`src/rtl/dynaq_replay_memory.sv`:
```
// Replay memory for the Dyna-Q controller: records real (location, action) pairs,
// returns LFSR-chosen past pairs during planning, and counts planning iterations.
module dynaq_replay_memory #(
  parameter int unsigned LOC_WIDTH    = 4,
  parameter int unsigned ACTION_WIDTH = 2,
  parameter int unsigned DEPTH        = 16,
  parameter int unsigned PLAN_STEPS   = 5,
  parameter logic [15:0] LFSR_SEED    = 16'hACE1
) (
  input  logic                      clk,
  input  logic                      reset,
  input  logic                      clear,
  input  logic                      w_history_table_enable,
  input  logic [LOC_WIDTH-1:0]      history_location,
  input  logic [ACTION_WIDTH-1:0]   history_action,
  input  logic                      random_remember_en,
  input  logic                      w_remember_time_enable,
  input  logic                      w_remember_time_select,
  output logic [LOC_WIDTH-1:0]      remember_location,
  output logic [ACTION_WIDTH-1:0]   remember_action,
  output logic                      remember_valid,
  output logic                      remember_done,
  output logic [$clog2(DEPTH):0]    history_count,
  output logic                      history_full
);

  localparam int unsigned IDX_W  = $clog2(DEPTH);
  localparam int unsigned ENT_W  = LOC_WIDTH + ACTION_WIDTH;
  localparam int unsigned PROD_W = 8 + IDX_W + 1;
  localparam logic [15:0] SEED   = (LFSR_SEED == 16'h0000) ? 16'hACE1 : LFSR_SEED;
  localparam logic [15:0] TAPS   = 16'hB400;
  localparam logic [IDX_W:0] FULL_CNT  = (IDX_W + 1)'(DEPTH);
  localparam logic [7:0]     PLAN_LOAD = 8'(PLAN_STEPS);

  logic [ENT_W-1:0]        r_mem [DEPTH];
  logic [IDX_W-1:0]        r_wr_ptr;
  logic [IDX_W:0]          r_count;
  logic [15:0]             r_lfsr;
  logic [7:0]              r_plan_cnt;
  logic [LOC_WIDTH-1:0]    r_loc;
  logic [ACTION_WIDTH-1:0] r_act;
  logic                    r_valid;

  logic                    w_wr_en;
  logic                    w_smp_en;
  logic [PROD_W-1:0]       w_prod;
  logic [IDX_W:0]          w_idx;
  logic [IDX_W:0]          w_off;
  logic [IDX_W-1:0]        w_rd_ptr;
  logic [ENT_W-1:0]        w_rd_entry;
  logic [15:0]             w_lfsr_next;
  logic                    w_unused;

  // clear drops a coincident write; reset suppresses it too
  assign w_wr_en  = w_history_table_enable && !clear && !reset;
  assign w_smp_en = random_remember_en && (r_count != '0);

  // Scaled index is always < count; offset from the oldest valid entry around the ring
  assign w_prod     = PROD_W'(r_lfsr[7:0]) * PROD_W'(r_count);
  assign w_idx      = w_prod[PROD_W-1:8];
  assign w_off      = {1'b0, r_wr_ptr} - r_count + w_idx;
  assign w_rd_ptr   = w_off[IDX_W-1:0];
  assign w_rd_entry = r_mem[w_rd_ptr];
  assign w_unused   = ^{w_prod[7:0], w_off[IDX_W]};

  assign w_lfsr_next = {1'b0, r_lfsr[15:1]} ^ (r_lfsr[0] ? TAPS : 16'h0000);

  always_ff @(posedge clk) begin
    if (w_wr_en) begin
      r_mem[r_wr_ptr] <= {history_location, history_action};
    end
  end

  // History pointer and saturating occupancy
  always_ff @(posedge clk) begin
    if (reset || clear) begin
      r_wr_ptr <= '0;
      r_count  <= '0;
    end else if (w_wr_en) begin
      r_wr_ptr <= r_wr_ptr + IDX_W'(1);
      if (r_count != FULL_CNT) begin
        r_count <= r_count + (IDX_W + 1)'(1);
      end
    end
  end

  always_ff @(posedge clk) begin
    if (reset) begin
      r_lfsr <= SEED;
    end else begin
      r_lfsr <= w_lfsr_next;
    end
  end

  // Sample register; an empty history leaves the previous sample in place
  always_ff @(posedge clk) begin
    if (reset) begin
      r_loc   <= '0;
      r_act   <= '0;
      r_valid <= 1'b0;
    end else if (w_smp_en) begin
      r_loc   <= w_rd_entry[ENT_W-1:ACTION_WIDTH];
      r_act   <= w_rd_entry[ACTION_WIDTH-1:0];
      r_valid <= 1'b1;
    end
  end

  always_ff @(posedge clk) begin
    if (reset) begin
      r_plan_cnt <= '0;
    end else if (w_remember_time_enable) begin
      if (!w_remember_time_select) begin
        r_plan_cnt <= PLAN_LOAD;
      end else if (r_plan_cnt != '0) begin
        r_plan_cnt <= r_plan_cnt - 8'd1;
      end
    end
  end

  assign remember_location = r_loc;
  assign remember_action   = r_act;
  assign remember_valid    = r_valid;
  assign remember_done     = (r_plan_cnt <= 8'd1);
  assign history_count     = r_count;
  assign history_full      = (r_count == FULL_CNT);

endmodule

```
`config.mk`:
```
export PLATFORM = sky130hd
export DESIGN_NAME = dynaq_replay_memory
export DESIGN_NICKNAME = d
export VERILOG_FILES = /design/src/rtl/dynaq_replay_memory.sv
export SDC_FILE = /design/constraint.sdc
export NUM_CORES = 1
export LEC_CHECK = 0
export ABC_AREA = 1
export CORE_MARGIN = 4
export CORE_UTILIZATION = 50
export DETAILED_ROUTE_END_ITERATION = 8
export DONT_BUFFER_PORTS = 1
export GPL_ROUTABILITY_DRIVEN = 0
export PLACE_DENSITY = 0.72
export SLEW_MARGIN = 10
export SYNTH_ARGS = -nofsm -noshare
export SYNTH_HDL_FRONTEND = slang
export SYNTH_SLANG_ARGS = --single-unit
export TNS_END_PERCENT = 1
```
`constraint.sdc`:
```
create_clock -name clk -period 11 [get_ports clk]
set_input_delay 2.2 -clock clk [delete_from_list [all_inputs] [get_ports clk]]
set_output_delay 2.2 -clock clk [all_outputs]
set_load 0.02 [all_outputs]
```
==> results of run 1 <==
## power groups by stage
stage	registers (uW)	clock network, uW	logic (uW)
global route	567	570	102
CTS	566	545	89.3
detailed placement	577	0	88.9
floorplan	573	0	74.4
global placement	576	0	86.3
finish	566	537	89.5
## synth_stat cells
library cell,instances
xnor2_2,1
a21oi_1,20
buf_4,7
nor3_2,2
nand2_2,10
nor2_1,64
nand3_1,69
edfxtp_1,96
o22ai_1,6
inv_2,8
o21ai_1,10
a21o_1,2
ha_1,30
a31oi_1,2
buf_2,11
nand2_1,164
o21ai_0,33
a21oi_2,2
buf_6,1
nor2_2,2
xnor2_1,2
clkbuf_1,5
o21bai_1,1
or2_2,6
nand4_1,2
nand3b_2,1
a211oi_1,1
nor3_1,4
inv_1,103
xor2_1,4
o221ai_1,6
fa_1,19
xor2_2,1
nor2_4,2
dfxtp_1,40
nand3_4,2
nand3_2,3
## worst register-to-register path, cell delays in order, from the launching register on
cell     delay [ps]
dfxtp_1         720
nand2_1         180
fa_1            540
fa_1            520
fa_1            540
inv_1            50
ha_1            280
nand2_1          50
nor2_1          120
nand2_1          70
nand2_1          90
a21oi_1          90
o21ai_1         220
xor2_1          210
fa_1            490
fa_1           1170
inv_2           410
nand3_1         190
nand3_1         130
nand2_1         140
inv_1            50
nand3_1          70
nand3_1          80
a21oi_1         130
## stage by stage
stage	worst slack (ps)	hold slack (ps)	area (um2)	cells	utilization, %
2_1_floorplan	5630	388	7010	742	-
3_3_place_gp	4520	392	7100	899	51.4
3_5_place_dp	4400	396	7100	899	51.4
4_1_cts	4370	411	7670	931	55.5
5_1_grt	3880	427	7670	931	55.5
6_report	4380	409	7670	931	55.5
## cell families after synthesis
group | Yosys count
simple gates | 331
flops | 136
buf+inv | 135
compound gates | 83
fa+ha+maj | 49
xor+xnor | 8
## cell type report
type                            count  area [um2]  area share (%)
Multi-Input combinational cell    471        2770            36.1
Tap cell                          180         225            2.94
Sequential cell                   136        3680            48.0
Clock inverter                     15         141            1.84
Inverter                          111         417            5.43
Timing Repair Buffer                1        7.51          0.0979
Clock buffer                       17         425            5.55
## registers in the layout, summed over array words and instances, names as in the netlist
name	flops
r_mem	96
r_lfsr	16
r_plan_cnt	8
history_count	5
r_wr_ptr	4
remember_location	4
remember_action	2
remember_valid	1
## per-layer routing
layer / up-vias / track usage [%]
li1: 2420 / -
met1: 2288 / 25.1
met2: 122 / 33.0
met3: 20 / 4.00
met4: 0 / 7.63
met5: - / 0
## final timing paths
check / start / depth (start not counted) / end / slack (ps)
worst min-delay path: r_lfsr[12] / 1 / r_lfsr[11] / 410
worst min register to register: r_lfsr[12] / 1 / r_lfsr[11] / 410
worst max-delay path: history_count[4] / 23 / remember_location[3] / 4380
worst max register to register: history_count[4] / 23 / remember_location[3] / 4380
==> impl_results.md, run 1 <==
- Seq pwr share: 47.4%
- Root buffer cell: clkbuf_16
- Die Y: 126 um
- Layout cells sized above 1: 9.59%
- Fin Setup TNS: 0 ps
- Synth-to-layout area growth: 9.44%
- Final slew viol count: 0
- Post-synthesis sequential area ratio: 52.6%
- 1st-iter DRT viols: 331
- DP HPWL: 10500 um
- Netlist cell types: 37
- Combinational power share: 7.5%
- GRT Total Usage: 19.6%
- Status: finished, final reports clean
- Largest net degree at the start of global routing: 50
- CTS H-tree lvls: 4
- CP max stage cell: fa_1
- Wire length on met2: 7370 um
- Min Tclk post-route: 6620 ps
- Sw Pwr: 291 uW
- Switching share of total power: 24.4%
- Share of Yosys cell area claimed by the top area cell type: 41.1%
- Drt wl/cell: 15.6 um
- First-pass GRT wire length: 24600 um
- Critical path class: flop to flop
- Cell area power density: 155 mW/mm2
- Crit path max-delay family: adder cells
- Hold Fails Final Rpt: 0
- Vias per inst: 5.21
- CTS Hold Buffers Added: 0
- Post-route DRC: 0
- Final Cycle Share: 60.2%
- Port Buffers: 0
- Fmax: 151 MHz
- Post-Synthesis Cells: 742
- Global route overflow: 0
- Crit path buf inv count: 3
- Initial Util: 50.7%
- Final WL: 14500 um
- Unrepaired setup endpoints after global routing: no
- Synthesized area: 0.00701 mm2
- Post-Synth Simple-Gate Area: 20.9%
- Setup bufs post-CTS: 0
- CP max stage delay: 1170 ps
- Final Setup Violations: 0
- CTS tree: done
- VDD IR max: 0.150 mV
- Final #Nets: 800
- Fillers: 1183
- M1 WL: 6230 um
- Full die area: 0.0160 mm2
- CP cell instances: nand2_1 -> fa_1 -> fa_1 -> fa_1 -> inv_1 -> ha_1 -> nand2_1 -> nor2_1 -> nand2_1 -> nand2_1 -> a21oi_1 -> o21ai_1 -> xor2_1 -> fa_1 -> fa_1 -> inv_2 -> nand3_1 -> nand3_1 -> nand2_1 -> inv_1 -> nand3_1 -> nand3_1 -> a21oi_1
- Crit Path Max Fanout: 25
- Post-synth top area cell: edfxtp_1
- XOR/XNOR Fraction of Synth Area: 1.21%
- Leakage: 0.00328 uW
- Num Clock Sinks: 136
- Startpoint types: flop
- Initial antenna violation count: 0
- CTS buffer count: 17
- Die Width: 126 um
- Vias in the first global route: 4938
- Largest cells by area after synthesis: edfxtp_1 (41%), dfxtp_1 (11%), nand2_1 (8.8%)
- Clk_lat worst skew: 420 ps
- Commonest non-fill, non-tap cells in the layout: nand2_1 (164), inv_1 (103), edfxtp_1 (96)
- Clock network power share: 45.1%
- Clk pin slew, worst setup/hold paths: 60 ps
- Hold Crit Class: flop to flop
- Total power: 1190 uW
- Highest metal used: met4
- Yosys warns: 0
- Setup crit end kind: flop
- Via count: 4850
- Area of the core: 0.0138 mm2
- Antenna diode count: 0
- Io pins: 27
- Slew HR: 39.0%
- CP required: 11350 ps
- Largest family of logic cells by synthesized area: simple AND/OR/NAND/NOR gates
- Worst EP arrival: 6970 ps
- Net Count, Synth: 804
- Mux share of post-synthesis cell area: 0%
- Worst-Margin Slew: 914 ps
- First-pass iteration count of the detailed router: 5
- Clk buf depth: 2
- Compound-gate portion of the synthesized area: 6.64%
- Post_cts resized: 0
- Design internal power: 902 uW
- Detail Route Antenna Nets: 0
- Yosys reg bits: 136
- MaxCap Viol Count: 0
- Worst Skew: 7.20 ps
- Adder-cell share of the synthesized area: 10.8%
- Commonest non-fill, non-tap cell in the layout: nand2_1
- Synth Area per Inst: 9.45 um2
- Number of cell rows: 43
- Routed wire length on met3: 627 um
Note: power is estimated with default switching activity, not from simulation.
==> run 2, diff against run 1 <==
==> constraint.sdc (replaced) <==
create_clock -name clk -period 6.4 [get_ports clk]
set_input_delay 1.28 -clock clk [delete_from_list [all_inputs] [get_ports clk]]
set_output_delay 1.28 -clock clk [all_outputs]
set_load 0.02 [all_outputs]
==> run 2 against run 1 <==
Compared with the run above: hold slack worse by 5.3 ps; design area is 0.65% higher; clock power up 74%; utilization is 0.36 points higher; critical path type unchanged; first-iteration DRC count grew 54%; register-to-register slack worse by 3900 ps; total power rose by 73%; wire length down 0.60%; global-route usage down 0.17 points.
==> impl_results.md, run 2 (synthesis gave the netlist of run 1 again) <==
- Status: finished, final reports clean (unchanged)
- CTS H-tree lvls: 4 (unchanged)
- Initial Util: 50.7% (unchanged)
- Crit path buf inv count: 2 (was 3)
- Commonest non-fill, non-tap cells in the layout: nand2_1 (164), inv_1 (103), edfxtp_1 (96) (unchanged)
- Min Tclk post-route: 5880 ps (was 6620 ps)
- 1st-iter DRT viols: 510 (was 331)
- CP max stage cell: dfxtp_1 (was fa_1)
- Global route overflow: 0 (unchanged)
- CTS buffer count: 17 (unchanged)
- Detail Route Antenna Nets: 0 (unchanged)
- Clk pin slew, worst setup/hold paths: 70 ps (was 60 ps)
- Crit path max-delay family: adder cells (unchanged)
- Unrepaired setup endpoints after global routing: no (unchanged)
- GRT Total Usage: 19.5% (was 19.6%)
- Fin Setup TNS: 0 ps (unchanged)
- Worst-Margin Slew: 750 ps (was 914 ps)
- CTS tree: done (unchanged)
- Post_cts resized: 0 (unchanged)
- Startpoint types: flop (unchanged)
- Vias per inst: 5.26 (was 5.21)
- Number of cells after detailed placement: 904 (was 899)
- Hold Fails Final Rpt: 0 (unchanged)
- Worst EP arrival: 6240 ps (was 6970 ps)
- GRT busiest layer: met2 (unchanged)
- CP required: 6750 ps (was 11350 ps)
- Area of the core: 0.0138 mm2 (unchanged)
- CP max stage delay: 640 ps (was 1170 ps)
- Critical path depth: 22 (was 23)
- CTS Hold Buffers Added: 0 (unchanged)
- Largest net degree at the start of global routing: 49 (was 50)
- Crit Path Max Fanout: 24 (was 25)
- Worst Skew: 10.4 ps (was 7.20 ps)
- Root buffer cell: clkbuf_16 (unchanged)
- Post-route DRC: 0 (unchanged)
- Synth-to-layout area growth: 10.2% (was 9.44%)
- Drt wl/cell: 15.4 um (was 15.6 um)
- Fin util: 55.8% (was 55.5%)
- Reg2reg path depth: 22 (was 23)
- Clk_lat worst skew: 420 ps (about the same)
- Final slew viol count: 0 (unchanged)
- Clk buf depth: 2 (unchanged)
- Vias in the first global route: 5117 (was 4938)
- Num Clock Sinks: 136 (unchanged)
- Final Setup Violations: 0 (unchanged)
- Slew HR: 49.9% (was 39.0%)
- Full die area: 0.0160 mm2 (unchanged)
- DP HPWL: 10400 um (was 10500 um)
- Die Width: 126 um (unchanged)
- Non-filler cells in the finished layout: 936 (was 931)
- Crit path top cell by count: fa_1
- Design internal power: 1530 uW (was 902 uW)
- Clock network power share: 45.3% (was 45.1%)
- Grt met1 use: 24.0% (was 25.1%)
- First-pass GRT wire length: 24900 um (was 24600 um)
- Layout cells sized above 1: 10.3% (was 9.59%)
- Cell area power density: 267 mW/mm2 (was 155 mW/mm2)
- Top Registers: r_mem (96), r_lfsr (16), r_plan_cnt (8) (unchanged)
- Final Cycle Share: 91.9% (was 60.2%)
- Max FFs per register: 96 (unchanged)
- Number of cell rows: 43 (unchanged)
- Switching share of total power: 25.9% (was 24.4%)
- Largest Register: r_mem (unchanged)
- Fmax: 170 MHz (was 151 MHz)
- Hold Crit Class: flop to flop (unchanged)
- Combinational power share: 7.5% (about the same)
- Io pins: 27 (unchanged)
- Via count: 4926 (was 4850)
- Sw Pwr: 534 uW (was 291 uW)
- Setup bufs post-CTS: 0 (unchanged)
- Commonest non-fill, non-tap cell in the layout: nand2_1 (unchanged)
- Final #Nets: 805 (was 800)
- MaxCap Viol Count: 0 (unchanged)
- Critical path class: flop to flop (unchanged)
- First-pass iteration count of the detailed router: 7 (was 5)
- Die Y: 126 um (unchanged)
- Seq pwr share: 47.1% (was 47.4%)
- CP cell instances: nand2_1 -> fa_1 -> fa_1 -> fa_1 -> inv_1 -> ha_1 -> nand2_1 -> nor2_1 -> nand2_1 -> nand2_1 -> a21oi_1 -> o21ai_1 -> xor2_1 -> fa_1 -> fa_1 -> inv_2 -> o21ai_0 -> o221ai_1 -> o21ai_1 -> nand3_1 -> nand3_1 -> a21oi_2 (was nand2_1 -> fa_1 -> fa_1 -> fa_1 -> inv_1 -> ha_1 -> nand2_1 -> nor2_1 -> nand2_1 -> nand2_1 -> a21oi_1 -> o21ai_1 -> xor2_1 -> fa_1 -> fa_1 -> inv_2 -> nand3_1 -> nand3_1 -> nand2_1 -> inv_1 -> nand3_1 -> nand3_1 -> a21oi_1)
- Setup crit end kind: flop (unchanged)
- Routing usage on met3: 5.81% (was 4.00%)
- Hold Path Stages: 2 (was 1)
- Final WL: 14400 um (was 14500 um)
- Antenna diode count: 0 (unchanged)
- VDD IR max: 0.263 mV (was 0.150 mV)
- Leakage: 0.00332 uW (was 0.00328 uW)
- Port Buffers: 0 (unchanged)
- Initial antenna violation count: 0 (unchanged)
- M2 GR Usage: 32.3% (was 33.0%)
run 2: cell types whose count changed in the layout (fill, tap and decap cells not counted), moves of 2 or more:
| cell | delta |
|---|---|
| buf_4 | +5 |
| inv_6 | +2 |
| inv_8 | +2 |
| clkinv_8 | +2 |
run 2: stage by stage:
| stage | hold WS, ps | instance area [um2] | total power (uW) | setup slack, ps |
|---|---|---|---|---|
| final | 404 | 7720 | 2060 | 518 |
| after global routing | 430 | 7720 | 2150 | 14.2 |
| after CTS | 406 | 7720 | 2080 | 530 |
| after detailed placement | 393 | 7140 | 1140 | 575 |
| after global placement | 397 | 7140 | 1140 | 711 |
| after floorplan | 388 | 7010 | 1110 | 1030 |
run 2: layout make-up:
type | instances | area (um2)
Tap cell | 180 | 225
Timing Repair Buffer | 6 | 45.0
Multi-Input combinational cell | 471 | 2770
Clock buffer | 17 | 425
Fill cell | 1176 | 6110
Clock inverter | 15 | 154
Inverter | 111 | 417
Sequential cell | 136 | 3680
run 2: final timing paths:
check | startpoint | to | slack (ps)
hold reg to reg | r_lfsr[9] | r_lfsr[8] | 400
hold / removal | r_lfsr[9] | r_lfsr[8] | 400
setup reg to reg | history_count[4] | remember_action[0] | 520
setup / recovery | history_count[4] | remember_action[0] | 520
run 2: worst min-delay path, delay by kind of cell (launching register included):
family        cells  cell delay, ps
flops             1             300
buf+inv           1              40
simple gates      1              30
run 2: metal layers:
layer  part of all wire [%]  up-vias  wire [um]
met5                      0        -          0
met4                    1.8        0        253
met3                    6.1       21        888
met2                     50      140       7240
met1                     42     2335       6060
li1                       -     2430          -
run 2: power by group through the flow:
stage	logic, uW	clock network [uW]	registers (uW)
final	155	935	972
after CTS	155	953	972
after floorplan	128	0	985
after global placement	148	0	990
after detailed placement	153	0	991
after global routing	178	998	974
==> run 3, diff against run 2 <==
--- a/config.mk
+++ b/config.mk
@@ -6,6 +6,7 @@
 export NUM_CORES = 1
 export LEC_CHECK = 0
 export ABC_AREA = 1
+export CAP_MARGIN = 20
 export CORE_MARGIN = 4
 export CORE_UTILIZATION = 50
 export DETAILED_ROUTE_END_ITERATION = 8
==> results of run 3 <==
The final DEF is identical to that of run 2; final timing and power are the same.
